$ cat config.mk
export PLATFORM = sky130hd
export DESIGN_NAME = if_inst_buffer
export DESIGN_NICKNAME = d
export VERILOG_FILES = /design/src/rtl/if_inst_buffer.sv
export SDC_FILE = /design/constraint.sdc
export NUM_CORES = 1
export LEC_CHECK = 0
export CAP_MARGIN = 5
export CORE_MARGIN = 4
export CORE_UTILIZATION = 55
export DETAILED_ROUTE_END_ITERATION = 8
export GPL_TIMING_DRIVEN = 0
export MAX_ROUTING_LAYER = met4
export PLACE_DENSITY = 0.76
export SLEW_MARGIN = 20
export SYNTH_ARGS = -nofsm -noshare
export SYNTH_HDL_FRONTEND = slang
export SYNTH_SLANG_ARGS = --single-unit
$ cat constraint.sdc
create_clock -name clock -period 4.9 [get_ports clock]
set_input_delay 0.49 -clock clock [delete_from_list [all_inputs] [get_ports clock]]
set_output_delay 0.49 -clock clock [all_outputs]
set_load 0.005 [all_outputs]
$ cat src/rtl/if_inst_buffer.sv
// rtl/if_inst_buffer.sv - 2-wide instruction queue between fetch and decode
module if_inst_buffer #(
    parameter int DEPTH = 8,
    parameter int PTR_W = 3
) (
    input  logic             clock,
    input  logic             reset,
    input  logic [31:0]      if_IRA_in,
    input  logic [31:0]      if_IRB_in,
    input  logic             if_valid_instA_in,
    input  logic             if_valid_instB_in,
    input  logic [1:0]       id_take_cnt_in,
    input  logic             flush_in,
    output logic [31:0]      ib_IRA_out,
    output logic [31:0]      ib_IRB_out,
    output logic             ib_valid_instA_out,
    output logic             ib_valid_instB_out,
    output logic             non_ins_en_out,
    output logic             one_ins_en_out,
    output logic [PTR_W:0]   ib_count_out
);

    localparam logic [PTR_W:0] CNT_DEPTH = (PTR_W+1)'(DEPTH);
    localparam logic [PTR_W:0] CNT_TWO   = (PTR_W+1)'(2);

    logic [31:0]      mem_q [DEPTH];
    logic [PTR_W-1:0] head_q, head_d;
    logic [PTR_W-1:0] tail_q, tail_d;
    logic [PTR_W:0]   count_q, count_d;

    logic [PTR_W:0]   free_w;
    logic             full_w;
    logic             one_slot_w;
    logic             wr0_en;
    logic             wr1_en;
    logic [31:0]      wr0_data;
    logic [1:0]       n_wr;
    logic [1:0]       take_req;
    logic [1:0]       take;
    logic [PTR_W-1:0] tail_p1;
    logic [PTR_W-1:0] head_p1;

    // Back-pressure decoded from registered occupancy only, so it is stable for the whole cycle
    always_comb begin
        free_w     = CNT_DEPTH - count_q;
        full_w     = (free_w == '0);
        one_slot_w = (free_w == (PTR_W+1)'(1));
    end

    // Write selection, dequeue clamp and next-state pointers; flush overrides everything
    always_comb begin
        wr0_en   = 1'b0;
        wr1_en   = 1'b0;
        wr0_data = if_valid_instA_in ? if_IRA_in : if_IRB_in;
        n_wr     = 2'd0;
        take_req = (id_take_cnt_in == 2'd3) ? 2'd2 : id_take_cnt_in;
        take     = (count_q < (PTR_W+1)'(take_req)) ? count_q[1:0] : take_req;
        tail_p1  = tail_q + PTR_W'(1);
        head_d   = head_q;
        tail_d   = tail_q;
        count_d  = count_q;

        if (flush_in) begin
            head_d  = '0;
            tail_d  = '0;
            count_d = '0;
        end else begin
            // Slot 0 takes the oldest valid input; slot 1 only when both are valid and room for two
            wr0_en = (if_valid_instA_in || if_valid_instB_in) && !full_w;
            wr1_en = if_valid_instA_in && if_valid_instB_in && !full_w && !one_slot_w;
            n_wr   = {1'b0, wr0_en} + {1'b0, wr1_en};
            head_d  = head_q + PTR_W'(take);
            tail_d  = tail_q + PTR_W'(n_wr);
            count_d = count_q + (PTR_W+1)'(n_wr) - (PTR_W+1)'(take);
        end
    end

    // Pointer and occupancy registers
    always_ff @(posedge clock or negedge reset) begin
        if (!reset) begin
            head_q  <= '0;
            tail_q  <= '0;
            count_q <= '0;
        end else begin
            head_q  <= head_d;
            tail_q  <= tail_d;
            count_q <= count_d;
        end
    end

    // Entry storage; two write ports at consecutive tail slots
    always_ff @(posedge clock or negedge reset) begin
        if (!reset) begin
            for (int i = 0; i < DEPTH; i++) begin
                mem_q[i] <= '0;
            end
        end else begin
            if (wr0_en) begin
                mem_q[tail_q] <= wr0_data;
            end
            if (wr1_en) begin
                mem_q[tail_p1] <= if_IRB_in;
            end
        end
    end

    // Decode-side view: two oldest entries, zeroed when not valid
    always_comb begin
        head_p1            = head_q + PTR_W'(1);
        ib_valid_instA_out = (count_q != '0);
        ib_valid_instB_out = (count_q >= CNT_TWO);
        ib_IRA_out         = ib_valid_instA_out ? mem_q[head_q]  : 32'h0;
        ib_IRB_out         = ib_valid_instB_out ? mem_q[head_p1] : 32'h0;
        non_ins_en_out     = full_w;
        one_ins_en_out     = one_slot_w;
        ib_count_out       = count_q;
    end

endmodule

==> results by group, run 1 <==
Outcome
  – Status: completed

Drt
  – Routed Antenna Nets: 0
  – DRT iter0 DRCs: 2534
  – Via count: 15300
  – Post-DR vias/cell: 7.30
  – DRT Wirelength: roughly 62 mm
  – Drt pass-1 iters: 8
  – Remaining DRCs: 0
  – Wire per inst: 29.8 um

Logic synthesis
  – Most numerous cell in the Yosys netlist: mux2i_1
  – Asr flop ratio synth: 100%
  – Syn Area/Cell: 11.2 um2
  – Mapped Area: 0.0169 mm2
  – Mapped Cells: around 1500
  – Top cells by area, synth: dfrtp_1 39%, mux2i_1 19%, mux4_2 17%
  – YS warnings: 0
  – Simple logic cell fraction of the synthesized area: 7.10%
  – Seq/Total Area, Yosys: 39.4%
  – EDFF count, synth: 0
  – Flops & latches, synth: 266
  – Synth area leader: dfrtp_1
  – Compound-cell area share of the yosys netlist: between 10% and 20%
  – Unique cell type count in the Yosys netlist: 39
  – Synth top cells by count: 320 x mux2i_1, 266 x dfrtp_1, 256 x o22ai_1
  – Largest family of logic cells by synthesized area: multiplexers
  – Post-synthesis mux area share: 36.1%
  – Post-Synth Adder-Cell Area: under 10%
  – Most used DFF post-synth: dfrtp_1
  – Post-synth top area share: approximately 39%
  – Post-Synth XOR/XNOR Area: 0.363%
  – Mapped Nets: 1589

Timing
  – Fin. Hold Viols: 0
  – Max-slew headroom: approximately 16%
  – Actual slew at the worst max-slew pin: between 1 and 1.5 ns
  – RSZ-0062 raised after global routing: no
  – Setup violations, final: 0
  – Crit share post-route: 95.9%
  – Fmax: approximately 0.21 GHz
  – Final Skew: 0.00944 ns
  – Final min period: 4.70 ns
  – Final Slew Violations: 0

CTS
  – TritonCTS Sinks: 266
  – Worst-skew pair later-pin latency: 0.57 ns
  – CTS tree: done
  – Root Buffer: clkbuf_16
  – H-Tree Depth: 1
  – Max Root-Sink Buffers: 3
  – Total CTS buffers: 30
  – Worst-path clk slew: 0.06 ns

Worst setup path
  – Worst Path Arrival: between 4 and 5 ns
  – Slowest-stage cell, CP: clkbuf_1
  – Startpoint class of the critical path: register
  – Worst path cell trace: buf_2, clkbuf_1, clkbuf_1, mux4_2, mux2i_1, nor2_1, clkdlybuf4s50_1
  – Worst EP required: 4.41 ns
  – Delay-heaviest family, CP: buffers and inverters
  – Crit. End Element: primary output
  – Crit Path Max Fanout: 10
  – CP Launch Point: head_q[1]
  – Critical Path Max Stage Delay: 0.82 ns
  – Most used cell, CP: clkbuf_1
  – FF-to-FF Start: ib_count_out[1]
  – CP bufs+invs: 4
  – Critical path class: register to primary output

Final layout
  – Fillers: 2305
  – P&R area growth vs syn: 17.9%
  – Final instance area: roughly 0.02 mm2
  – Layout cells sized above 1: 14.2%
  – Fin nets: 1765
  – Util after Layout: 66.5%

Place
  – Placed inst area: 0.0189 mm2
  – IO Port Bufs: 140
  – Final Wtd Congestion: approximately 1
  – Post-DP HPWL: around 41 mm

Pwr
  – P_leak: 8.34 nW
  – Power Density: 749 mW/mm2
  – Max VDD drop: 0.516 mV

Die
  – IO Pins: 143
  – Row Count: between 60 and 70
  – Core Footprint: 0.0300 mm2
  – Die width: between 150 and 200 um
  – Die ar.: 0.0336 mm2
  – Initial Utilization: 56.4%
  – Die Y: 183 um

Flow run
  – Max-Cap Viols: 0

Worst hold path
  – HP Class: input pin to async pin

Global route
  – Vias in the first global route: 15600
  – First-pass GRT wire length: between 90 and 100 mm
  – Largest net degree at the start of global routing: 96
  – Global route overflow: 0
  – Total GRT Usage: 37.4%
  – Initial antenna violation count: 1
## timing repair
action | in CTS | in global routing
resized for setup | 0 | 0
buffers inserted | 0 | 0
hold buffers | 1 | 0
endpoints found under the hold margin | 17 | 0
## layout make-up
class / count / area [um2] / area share [%]
repair buffers: 144 / 1500 / 7.52
diodes: 1 / 2.50 / 0.0126
plain buffers: 148 / 699 / 3.51
multi-input cells: 1042 / 9380 / 47.1
flip-flops and latches: 266 / 6660 / 33.4
clock buffers: 43 / 891 / 4.47
inverters: 47 / 176 / 0.885
clock inverters: 12 / 135 / 0.678
well taps: 390 / 488 / 2.45
## cell families after synthesis
kind of cell / count (synthesis)
xor gates and xnor gates: 7
adders and majority gates: 15
AOI/OAI and AO/OA: 295
DFF: 266
and+or+nand+nor: 276
buffers and inverters: 195
muxes: 449
## per-layer routing
| metal | routed length [um] | global-route usage [%] | share of wire, % | vias to the layer above |
|---|---|---|---|---|
| met3 | 8470 | 11.6 | 14 | 318 |
| met5 | 0 | - | 0 | - |
| met1 | 22000 | 47.1 | 35 | 7492 |
| met4 | 4100 | 21.6 | 6.6 | 0 |
| li1 | - | - | - | 6091 |
| met2 | 27800 | 53.7 | 45 | 1387 |
## state kept, by name (all words and copies together), names as in the netlist
register and cells:
mem_q 256, ib_count_out 4, head_q 3, tail_q 3
## cell usage in the layout (no fill, tap or decap), drive strengths merged, types with 2 or more instances in the layout
cell	n
or3	3
nand2	194
or3b	2
xor2	2
or2	2
mux4	128
nor2	42
nor3b	2
nor3	12
bufinv	3
fa	4
dfrtp	266
inv	47
xnor2	5
o22ai	256
nand2b	2
or4	2
ha	11
a21oi	33
or4b	2
nor2b	7
o21ai	2
mux2i	320
clkbuf	139
buf	56
clkdlybuf4s50	139
clkinv	9
nor4	2
## through the flow
stage	worst slack (ns)	instances	TNS (ns)	power, mW	hold WS, ns
final	0.202	2093	0	14.9	0.341
after global routing	0.148	2093	0	15.5	0.361
after global placement	-8.40	2033	-2228.37	12.0	0.556
after CTS	0.346	2092	0	14.6	0.351
after detailed placement	0.953	2036	0	12.2	0.333
after floorplan	1.99	1503	0	8.83	0.194
## where the power goes
part	switching, mW	internal (mW)	total, mW
logic	4.37	4.15	8.51
clock network	0.972	1.41	2.38
registers	0.841	3.19	4.03
## final timing paths
kind                              endpoint  slack (ns)  cells after the start
setup / recovery            ib_IRA_out[14]        0.20                      7
hold / removal             ib_count_out[0]        0.34                      2
setup reg to reg           ib_count_out[2]        1.57                     11
hold reg to reg                 mem_q[213]        0.59                      2
max in group asynchronous       mem_q[176]        3.48                      4
min in group clock              mem_q[213]        0.59                      2
## worst register-to-register path, cell delays in order, from the launching register on
cell,delay (ns)
dfrtp_1,0.48
nor4b_2,0.56
clkbuf_1,0.44
nor3_1,0.13
ha_1,0.33
inv_1,0.06
ha_1,0.28
inv_1,0.04
ha_1,0.20
fa_1,0.44
xnor2_1,0.19
nor2_1,0.05
(Power assumes the default switching activity.)
==> inputs of run 2 (changes only) <==
--- a/config.mk
+++ b/config.mk
@@ -5,7 +5,6 @@
 export SDC_FILE = /design/constraint.sdc
 export NUM_CORES = 1
 export LEC_CHECK = 0
-export CAP_MARGIN = 5
 export CORE_MARGIN = 4
 export CORE_UTILIZATION = 55
 export DETAILED_ROUTE_END_ITERATION = 8
==> results of run 2 <==
No change in the layout: final DEF, timing and power equal those of run 1.
